**src/rtl/sync_fifo_pkg.sv**
```systemverilog
// Shared sizing helpers for the sync_fifo read-side adapter: pointer, occupancy
// and credit widths derived from a buffer depth, plus the minimum legal depth.
package sync_fifo_pkg;

    localparam int BUF_DEPTH_MIN = 2;

    // Pointers wrap explicitly at depth-1, so non power-of-two depths are legal.
    function automatic int ptr_width(input int depth);
        return (depth > 1) ? $clog2(depth) : 1;
    endfunction

    // Occupancy counts 0..depth inclusive.
    function automatic int occ_width(input int depth);
        return $clog2(depth + 1);
    endfunction

    // Credit sum occ + pend can reach depth + 1 transiently in the compare.
    function automatic int credit_width(input int depth);
        return $clog2(depth + 2);
    endfunction

endpackage

```
**src/rtl/fifo_rd_stream_adapter_if.sv**
```systemverilog
// Bundles the sync_fifo read port and the outgoing valid/ready stream.
// master = adapter side, slave = FIFO plus stream consumer side.
interface fifo_rd_stream_adapter_if #(
    parameter int DATA_WIDTH = 8
);
    logic                  fifo_empty;
    logic [DATA_WIDTH-1:0] fifo_data;
    logic                  fifo_r_en;
    logic                  m_valid;
    logic                  m_ready;
    logic [DATA_WIDTH-1:0] m_data;

    modport master (
        input  fifo_empty, fifo_data, m_ready,
        output fifo_r_en, m_valid, m_data
    );

    modport slave (
        output fifo_empty, fifo_data, m_ready,
        input  fifo_r_en, m_valid, m_data
    );
endinterface

```
**src/rtl/fifo_rd_skid_buf.sv**
```systemverilog
// Circular buffer of BUF_DEPTH entries that absorbs the FIFO read latency.
// Head entry is presented combinationally; occupancy is exported for credit.
module fifo_rd_skid_buf
    import sync_fifo_pkg::*;
#(
    parameter int DATA_WIDTH = 8,
    parameter int BUF_DEPTH  = 3,
    localparam int PTR_W     = ptr_width(BUF_DEPTH),
    localparam int OCC_W     = occ_width(BUF_DEPTH)
) (
    input  logic                  clk,
    input  logic                  rst_n,
    input  logic                  wr_en,
    input  logic [DATA_WIDTH-1:0] wr_data,
    input  logic                  rd_ready,
    output logic                  rd_valid,
    output logic [DATA_WIDTH-1:0] rd_data,
    output logic [OCC_W-1:0]      occ
);

    logic [DATA_WIDTH-1:0] mem [BUF_DEPTH];
    logic [PTR_W-1:0]      wr_ptr_reg;
    logic [PTR_W-1:0]      rd_ptr_reg;
    logic [OCC_W-1:0]      occ_reg;
    logic [OCC_W-1:0]      occ_next;
    logic                  pop;

    function automatic logic [PTR_W-1:0] ptr_inc(input logic [PTR_W-1:0] p);
        return (p == PTR_W'(BUF_DEPTH - 1)) ? '0 : p + PTR_W'(1);
    endfunction

    assign rd_valid = (occ_reg != '0);
    assign pop      = rd_valid && rd_ready;
    // Masked to zero while empty so the stream data reads 0 out of reset.
    assign rd_data  = rd_valid ? mem[rd_ptr_reg] : '0;
    assign occ      = occ_reg;

    always_comb begin
        occ_next = occ_reg;
        if (wr_en && !pop) begin
            occ_next = occ_reg + OCC_W'(1);
        end else if (!wr_en && pop) begin
            occ_next = occ_reg - OCC_W'(1);
        end
    end

    always_ff @(posedge clk or negedge rst_n) begin
        if (!rst_n) begin
            wr_ptr_reg <= '0;
            rd_ptr_reg <= '0;
            occ_reg    <= '0;
        end else begin
            if (wr_en) begin
                wr_ptr_reg <= ptr_inc(wr_ptr_reg);
            end
            if (pop) begin
                rd_ptr_reg <= ptr_inc(rd_ptr_reg);
            end
            occ_reg <= occ_next;
        end
    end

    always_ff @(posedge clk) begin
        if (wr_en) begin
            mem[wr_ptr_reg] <= wr_data;
        end
    end

    // The credit rule upstream guarantees a capture never lands in a full buffer.
    a_no_overflow: assert property (@(posedge clk) disable iff (!rst_n)
        !(wr_en && (occ_reg == OCC_W'(BUF_DEPTH))));

endmodule

```
**src/rtl/fifo_rd_stream_adapter.sv**
```systemverilog
// Read stage for sync_fifo: issues r_en on credit, captures the 1-cycle-late data
// and streams it out via valid/ready. Optional beat counter: FIFO_RD_ADAPT_CNT_EN.
module fifo_rd_stream_adapter
    import sync_fifo_pkg::*;
#(
    parameter int DATA_WIDTH = 8,
    parameter int BUF_DEPTH  = 3,
    parameter int CNT_WIDTH  = 16
) (
    input  logic                       clk,
    input  logic                       rst_n,
    fifo_rd_stream_adapter_if.master   bus
`ifdef FIFO_RD_ADAPT_CNT_EN
    ,
    output logic [CNT_WIDTH-1:0]       m_beat_cnt
`endif
);

    localparam int OCC_W    = occ_width(BUF_DEPTH);
    localparam int CREDIT_W = credit_width(BUF_DEPTH);

    generate
        if (BUF_DEPTH < BUF_DEPTH_MIN || CNT_WIDTH < 1) begin : g_bad_params
            $error("fifo_rd_stream_adapter: illegal BUF_DEPTH or CNT_WIDTH");
        end
    endgenerate

    logic                pend_reg;
    logic [OCC_W-1:0]    occ;
    logic [CREDIT_W-1:0] credit_used;
    logic                pop;

    // Credit uses only registered terms, so m_ready never reaches fifo_r_en.
    assign credit_used   = CREDIT_W'(occ) + CREDIT_W'(pend_reg);
    assign bus.fifo_r_en = rst_n && !bus.fifo_empty &&
                           (credit_used < CREDIT_W'(BUF_DEPTH));
    assign pop           = bus.m_valid && bus.m_ready;

    // A granted read means fifo_data carries a fresh beat next cycle.
    always_ff @(posedge clk or negedge rst_n) begin
        if (!rst_n) begin
            pend_reg <= 1'b0;
        end else begin
            pend_reg <= bus.fifo_r_en;
        end
    end

    fifo_rd_skid_buf #(
        .DATA_WIDTH (DATA_WIDTH),
        .BUF_DEPTH  (BUF_DEPTH)
    ) u_buf (
        .clk      (clk),
        .rst_n    (rst_n),
        .wr_en    (pend_reg),
        .wr_data  (bus.fifo_data),
        .rd_ready (bus.m_ready),
        .rd_valid (bus.m_valid),
        .rd_data  (bus.m_data),
        .occ      (occ)
    );

`ifdef FIFO_RD_ADAPT_CNT_EN
    logic [CNT_WIDTH-1:0] beat_cnt_reg;

    always_ff @(posedge clk or negedge rst_n) begin
        if (!rst_n) begin
            beat_cnt_reg <= '0;
        end else if (pop) begin
            beat_cnt_reg <= beat_cnt_reg + CNT_WIDTH'(1);
        end
    end

    assign m_beat_cnt = beat_cnt_reg;
`else
    logic unused_pop;
    assign unused_pop = pop;
`endif

endmodule

```
**src/flat_wrapper.sv**
```systemverilog
// flat-port wrapper written by rule: the top's interface ports become plain ports
module fifo_rd_stream_adapter_flat import sync_fifo_pkg::*;
#(
    parameter int DATA_WIDTH = 8,
    parameter int BUF_DEPTH  = 3,
    parameter int CNT_WIDTH  = 16
)
  (clk, rst_n, bus_fifo_empty, bus_fifo_data, bus_m_ready, bus_fifo_r_en, bus_m_valid, bus_m_data);
  fifo_rd_stream_adapter_if #(.DATA_WIDTH(DATA_WIDTH)) bus_i ();
  input  logic clk;
  input  logic rst_n;
  input wire logic [$bits(bus_i.fifo_empty)-1:0] bus_fifo_empty;
  input wire logic [$bits(bus_i.fifo_data)-1:0] bus_fifo_data;
  input wire logic [$bits(bus_i.m_ready)-1:0] bus_m_ready;
  output wire logic [$bits(bus_i.fifo_r_en)-1:0] bus_fifo_r_en;
  output wire logic [$bits(bus_i.m_valid)-1:0] bus_m_valid;
  output wire logic [$bits(bus_i.m_data)-1:0] bus_m_data;
  assign bus_i.fifo_empty = bus_fifo_empty;
  assign bus_i.fifo_data = bus_fifo_data;
  assign bus_i.m_ready = bus_m_ready;
  assign bus_fifo_r_en = bus_i.fifo_r_en;
  assign bus_m_valid = bus_i.m_valid;
  assign bus_m_data = bus_i.m_data;
  fifo_rd_stream_adapter #(.DATA_WIDTH(DATA_WIDTH), .BUF_DEPTH(BUF_DEPTH), .CNT_WIDTH(CNT_WIDTH)) u_core (.clk(clk), .rst_n(rst_n), .bus(bus_i));
endmodule
```
**config.mk**
```make
export PLATFORM = sky130hd
export DESIGN_NAME = fifo_rd_stream_adapter_flat
export DESIGN_NICKNAME = d
export VERILOG_FILES = /design/src/rtl/sync_fifo_pkg.sv /design/src/rtl/fifo_rd_stream_adapter_if.sv /design/src/rtl/fifo_rd_skid_buf.sv /design/src/rtl/fifo_rd_stream_adapter.sv /design/src/flat_wrapper.sv
export SDC_FILE = /design/constraint.sdc
export NUM_CORES = 1
export LEC_CHECK = 0
export BUFFER_PORTS_ARGS = -buffer_cell sky130_fd_sc_hd__buf_2
export CAP_MARGIN = 20
export CORE_MARGIN = 4
export CORE_UTILIZATION = 48
export DETAILED_ROUTE_END_ITERATION = 6
export GPL_ROUTABILITY_DRIVEN = 0
export HOLD_SLACK_MARGIN = 0.06
export PLACE_DENSITY = 0.78
export REMOVE_ABC_BUFFERS = 1
export SETUP_SLACK_MARGIN = 0.05
export SLEW_MARGIN = 30
export SYNTH_ARGS = -nofsm -noshare
export SYNTH_HDL_FRONTEND = slang
export SYNTH_SLANG_ARGS = --single-unit
```
**constraint.sdc**
```tcl
create_clock -name clk -period 2.6 [get_ports clk]
set_input_delay 0.39 -clock clk [delete_from_list [all_inputs] [get_ports clk]]
set_output_delay 0.39 -clock clk [all_outputs]
set_load 0.02 [all_outputs]
```
* Yosys cells after proc, flatten, opt, wreduce, memory -nomap -nowiden
Memories as Yosys holds them, arrays and structs flattened. Index checks and enable logic that the tools add are counted.
Operators by class: $add $sub $neg 5, order comparisons 1, equal/unequal tests 2, muxes and demuxes 7, reductions and logical operators 10
Operator list (number):
- $mux 2 | 4
- $mux 8 | 1
- $add 2x1->2 const B | 3
- $logic_and 1x1->1 | 5
- $eq 2x2->1 const B | 2
- $reduce_bool 2->1 | 2
- $add 2x1->3 | 1
- $logic_not 1->1 | 3
- $lt 3x2->1 const B | 1
- $mux 1 | 2
- $sub 2x1->2 const B | 1
Word-level totals: bits in registers 7, bits in writable memories 24, input port bits 12, output and inout bits 10, word-level logic and storage cells 30, memories 1
Memories:
- u_core.u_buf.mem | words 3, width 8, read ports 1, clocked after memory_dff 0, wr ports 1, RTL line fifo_rd_skid_buf.sv:21 | logic [DATA_WIDTH-1:0] mem [BUF_DEPTH];

* Longest topological paths before layout
depth after elaboration 5, depth in mapped cells 5, depth with buffers taken out 5

* Modules after synthesis
A second synthesis with hierarchy kept.
Unflattened totals: cells, all modules 81, area total of the unflattened synthesis 1311.3 µm²
By module, submodules not included:
- fifo_rd_skid_buf | times used 1, cells each 76, area each 1242.4 µm², seq. area each 870.8 µm²
- fifo_rd_stream_adapter | times used 1, cells each 5, area each 68.8 µm², seq. area each 25.0 µm²

* Least setup slack after synthesis
No wires, ideal clock.
path type reg-to-output, start point register u_core.u_buf.occ_reg[0], in the netlist u_core.u_buf.occ[0], end point output port bus_fifo_r_en, arrival 2.127 ns, required time 2.210 ns, slack 0.083 ns, cell stages (with the launch flop) 4, path buffers 0, cell sequence dfrtp_1 > ha_1 > ha_1 > a2111oi_0
Between the ends: longest elaborated chain between the ends 3
RTL lines:
- start: declaration | RTL line fifo_rd_skid_buf.sv:24 | logic [OCC_W-1:0] occ_reg;
- start signal: assignment | RTL line fifo_rd_skid_buf.sv:59 | occ_reg <= occ_next;
- $add 2x1->3 | RTL line fifo_rd_stream_adapter.sv:34 | assign credit_used = CREDIT_W'(occ) + CREDIT_W'(pend_reg);
- $lt 3x2->1 | RTL line fifo_rd_stream_adapter.sv:36 | (credit_used < CREDIT_W'(BUF_DEPTH));
- $logic_and 1x1->1 | RTL line fifo_rd_stream_adapter.sv:35 | assign bus.fifo_r_en = rst_n && !bus.fifo_empty &&
- end: declaration | RTL line flat_wrapper.sv:15 | output wire logic [$bits(bus_i.fifo_r_en)-1:0] bus_fifo_r_en;
Every way passes these cells.

* Worst setup path in the final report
Same ends and word-level chain as after synthesis.

==> key figures <==
Status
  • Status: finished clean

Pwr
  • Clock power share: between 10% and 20%
  • Pwr dens: just over 1000 nW/um^2
  • Leakage: 0.638 nW
  • Peak supply drop: 0.707 mV
  • Sequential power share: 47.6%
  • Combinational power share: 36.2%
  • P_sw: approximately 0.56 mW
  • Total internal power: between 1 and 1.5 mW
  • Power, Total: about 1.6 mW
  • Switching part of the total: 35.6%

Finish
  • Largest register by flop count: u_core.u_buf.mem
  • Largest register FFs: 24
  • Layout cells sized above 1: 35.7%
  • Number of diodes: 0
  • Register area: between 800 and 900 sq um
  • Area of the multi-input gates: 380 sq um
  • Layout Nets: 126
  • Area growth, synth to finish: 15.9%
  • Fill count: 214

Synthesis
  • Synth Register Bits: 31
  • Syn avg cell area: 16.1 sq um
  • Area of the mapped netlist: 1310 sq um
  • Post-synth top area share: 55.2%
  • Synth warnings: 0
  • Cell variety after synth: 21
  • Synth top area cells: edfxtp_1, dfrtp_1, mux2_4
  • Cells after Synth: 81
  • Post-synth top area cell: edfxtp_1
  • Sequential area share after synthesis: 68.6%

Routing
  • Wire per inst: 13.6 um
  • Post-route DRC: 0
  • Routed Antenna Nets: 0
  • Drt first pass iters: 4
  • Vias per inst: 5.10
  • Final wirelength: 1.93 mm
  • Initial DRC Count: 11
  • Via count: 724

Worst setup path
  • Critical path peak fanout: 5
  • Critical path's top delay family: adder cells
  • Slowest stage delay, CP: between 0.4 and 0.5 ns
  • Arr. time, crit path: 2.00 ns
  • CP Buf/Inv Count: 1
  • Crit Path Class: reg2out
  • Crit. End Element: primary output
  • Slowest cell on the critical path: a2111oi_1
  • Startpoint types: flop
  • Cell Chain, Critical Path: ha_1 > ha_1 > a2111oi_1 > buf_2
  • Most common cell on crit path: ha_1
  • WP data required: between 2 and 2.5 ns

Global route
  • Most used routing layer: met2
  • First-pass GRT wire length: 3.11 mm
  • Vias in the first global route: 718
  • GRT overflow: 0
  • Met2 usage: 20.1%
  • GRT Util Overall: 12.6%
  • Grt met3 use: roughly 5.2%
  • Initial antenna violation count: 0
  • Met1 usage: between 10% and 20%
  • Maximum number of pins on one net before global-route repair: 12

Timing
  • Slew margin rel.: 49.0%
  • Unrepaired setup endpoints after global routing: no
  • Setup tns final: 0 ns
  • Worst-margin pin slew: 0.762 ns
  • Final Hold Fails: 0
  • Slew Viols, Final: 0
  • Crit share post-route: about 92%
  • Fmax: roughly 420 MHz
  • Final setup violation count: 0
  • Final Skew: 0.00504 ns
  • Final min period: ~2.4 ns

Clock network
  • TritonCTS Buffers: 5
  • Clock buffer depth: 2
  • Clk sinks: 31
  • Later-pin clock latency in the skew report: 0.32 ns
  • Clock transition at path regs: ~0.090 ns
  • CTS tree: built
  • H-tree depth: 2
  • CTS Root Cell: clkbuf_4

Floorplan
  • Die width: 60.1 um
  • Row count: 18
  • Die footprint: 3620 sq um
  • IO Pins: 22
  • Initial core utilization: a little over 50%
  • DIE HEIGHT: 60.1 um
  • Core footprint: 2540 sq um

Job
  • Number of max-cap violations: 0

Placed design
  • Port bufs: 21
  • DP Wirelength: 1.36 mm

Min path
  • Hold Path Class: in2reg
## worst paths after layout
check	from	slack [ns]	cells past startpoint	to
setup / recovery	u_core.u_buf.occ[0]	0.21	4	bus_fifo_r_en
hold / removal	bus_fifo_empty	0.23	2	u_core.pend_reg
setup reg to reg	u_core.u_buf.occ[0]	1.03	3	u_core.pend_reg
hold reg to reg	u_core.u_buf.wr_ptr_reg[1]	0.53	1	u_core.u_buf.wr_ptr_reg[1]
max in group asynchronous	rst_n	2.01	2	u_core.u_buf.rd_ptr_reg[0]
min in group asynchronous	rst_n	0.43	2	u_core.u_buf.rd_ptr_reg[1]
## placed cells by master, fill, tap and decap left out, drive strengths merged
cell	Yosys	final
buf	2	24
dfrtp	7	7
a21o	3	3
clkbuf	0	7
nand2b	1	1
o21ai	2	2
edfxtp	24	24
nor3	2	2
nand2	2	2
inv	3	3
mux2i	8	8
xnor2	1	1
nor3b	1	1
nor2	11	11
a2111oi	1	1
dlygate4sd3	0	1
xor2	2	2
mux2	8	8
ha	3	3
clkinv	0	1
## synth_stat cells, drive strengths merged
cell type   n
edfxtp     24
nor2       11
mux2        8
mux2i       8
dfrtp       7
a21o        3
ha          3
inv         3
buf         2
nand2       2
nor3        2
o21ai       2
xor2        2
a2111oi     1
nand2b      1
nor3b       1
xnor2       1
## power by group through the flow
stage	combinational, mW	sequential (mW)	clock, mW
6_report	0.567	0.745	0.254
3_3_place_gp	0.561	0.753	0
4_1_cts	0.578	0.748	0.264
3_5_place_dp	0.576	0.758	0
5_1_grt	0.628	0.762	0.286
2_1_floorplan	0.417	0.731	0
## cells by family after synthesis
group / share of synthesized area [%]
compound gates: 3.55
flops: 68.6
mux: 15.1
fa+ha+maj: 2.88
simple gates: 5.56
buf+inv: 2.30
xor+xnor: 2.01
## cell type report
| type | count | share of cell area [%] |
|---|---|---|
| Timing Repair Buffer | 25 | 9.10 |
| Sequential cell | 31 | 59.2 |
| Clock buffer | 7 | 2.98 |
| Clock inverter | 1 | 0.331 |
| Tap cell | 30 | 2.48 |
| Multi-Input combinational cell | 45 | 25.1 |
| Inverter | 3 | 0.744 |
## timing repair
| item | CTS | global route |
|---|---|---|
| setup endpoints to repair | 0 | 1 |
| hold buffers | 1 | 0 |
| endpoints found under the hold margin | 7 | 0 |
| gates resized for setup | 0 | 1 |
| setup buffers | 0 | 0 |
## metal layers
layer | routed length (um) | part of all wire, % | vias to the layer above
met2 | 1010 | 52 | 17
met5 | 0 | 0 | -
met4 | 42 | 2.2 | 0
li1 | - | - | 357
met1 | 771 | 40 | 343
met3 | 103 | 5.3 | 7
## through the flow
step / instance area, sq um / instances / util [%] / setup WS [ns] / hold slack (ns)
6_report: 1510 / 142 / 59.4 / 0.208 / 0.231
5_1_grt: 1510 / 142 / 59.4 / 0.0911 / 0.223
4_1_cts: 1510 / 142 / 59.4 / 0.0796 / 0.241
3_5_place_dp: 1450 / 133 / 57.0 / 0.456 / 0.241
3_3_place_gp: 1450 / 133 / 57.0 / 0.590 / 0.233
2_1_floorplan: 1290 / 79 / - / 0.0833 / 0.0944
No activity file was read; power rests on OpenSTA's default activity.
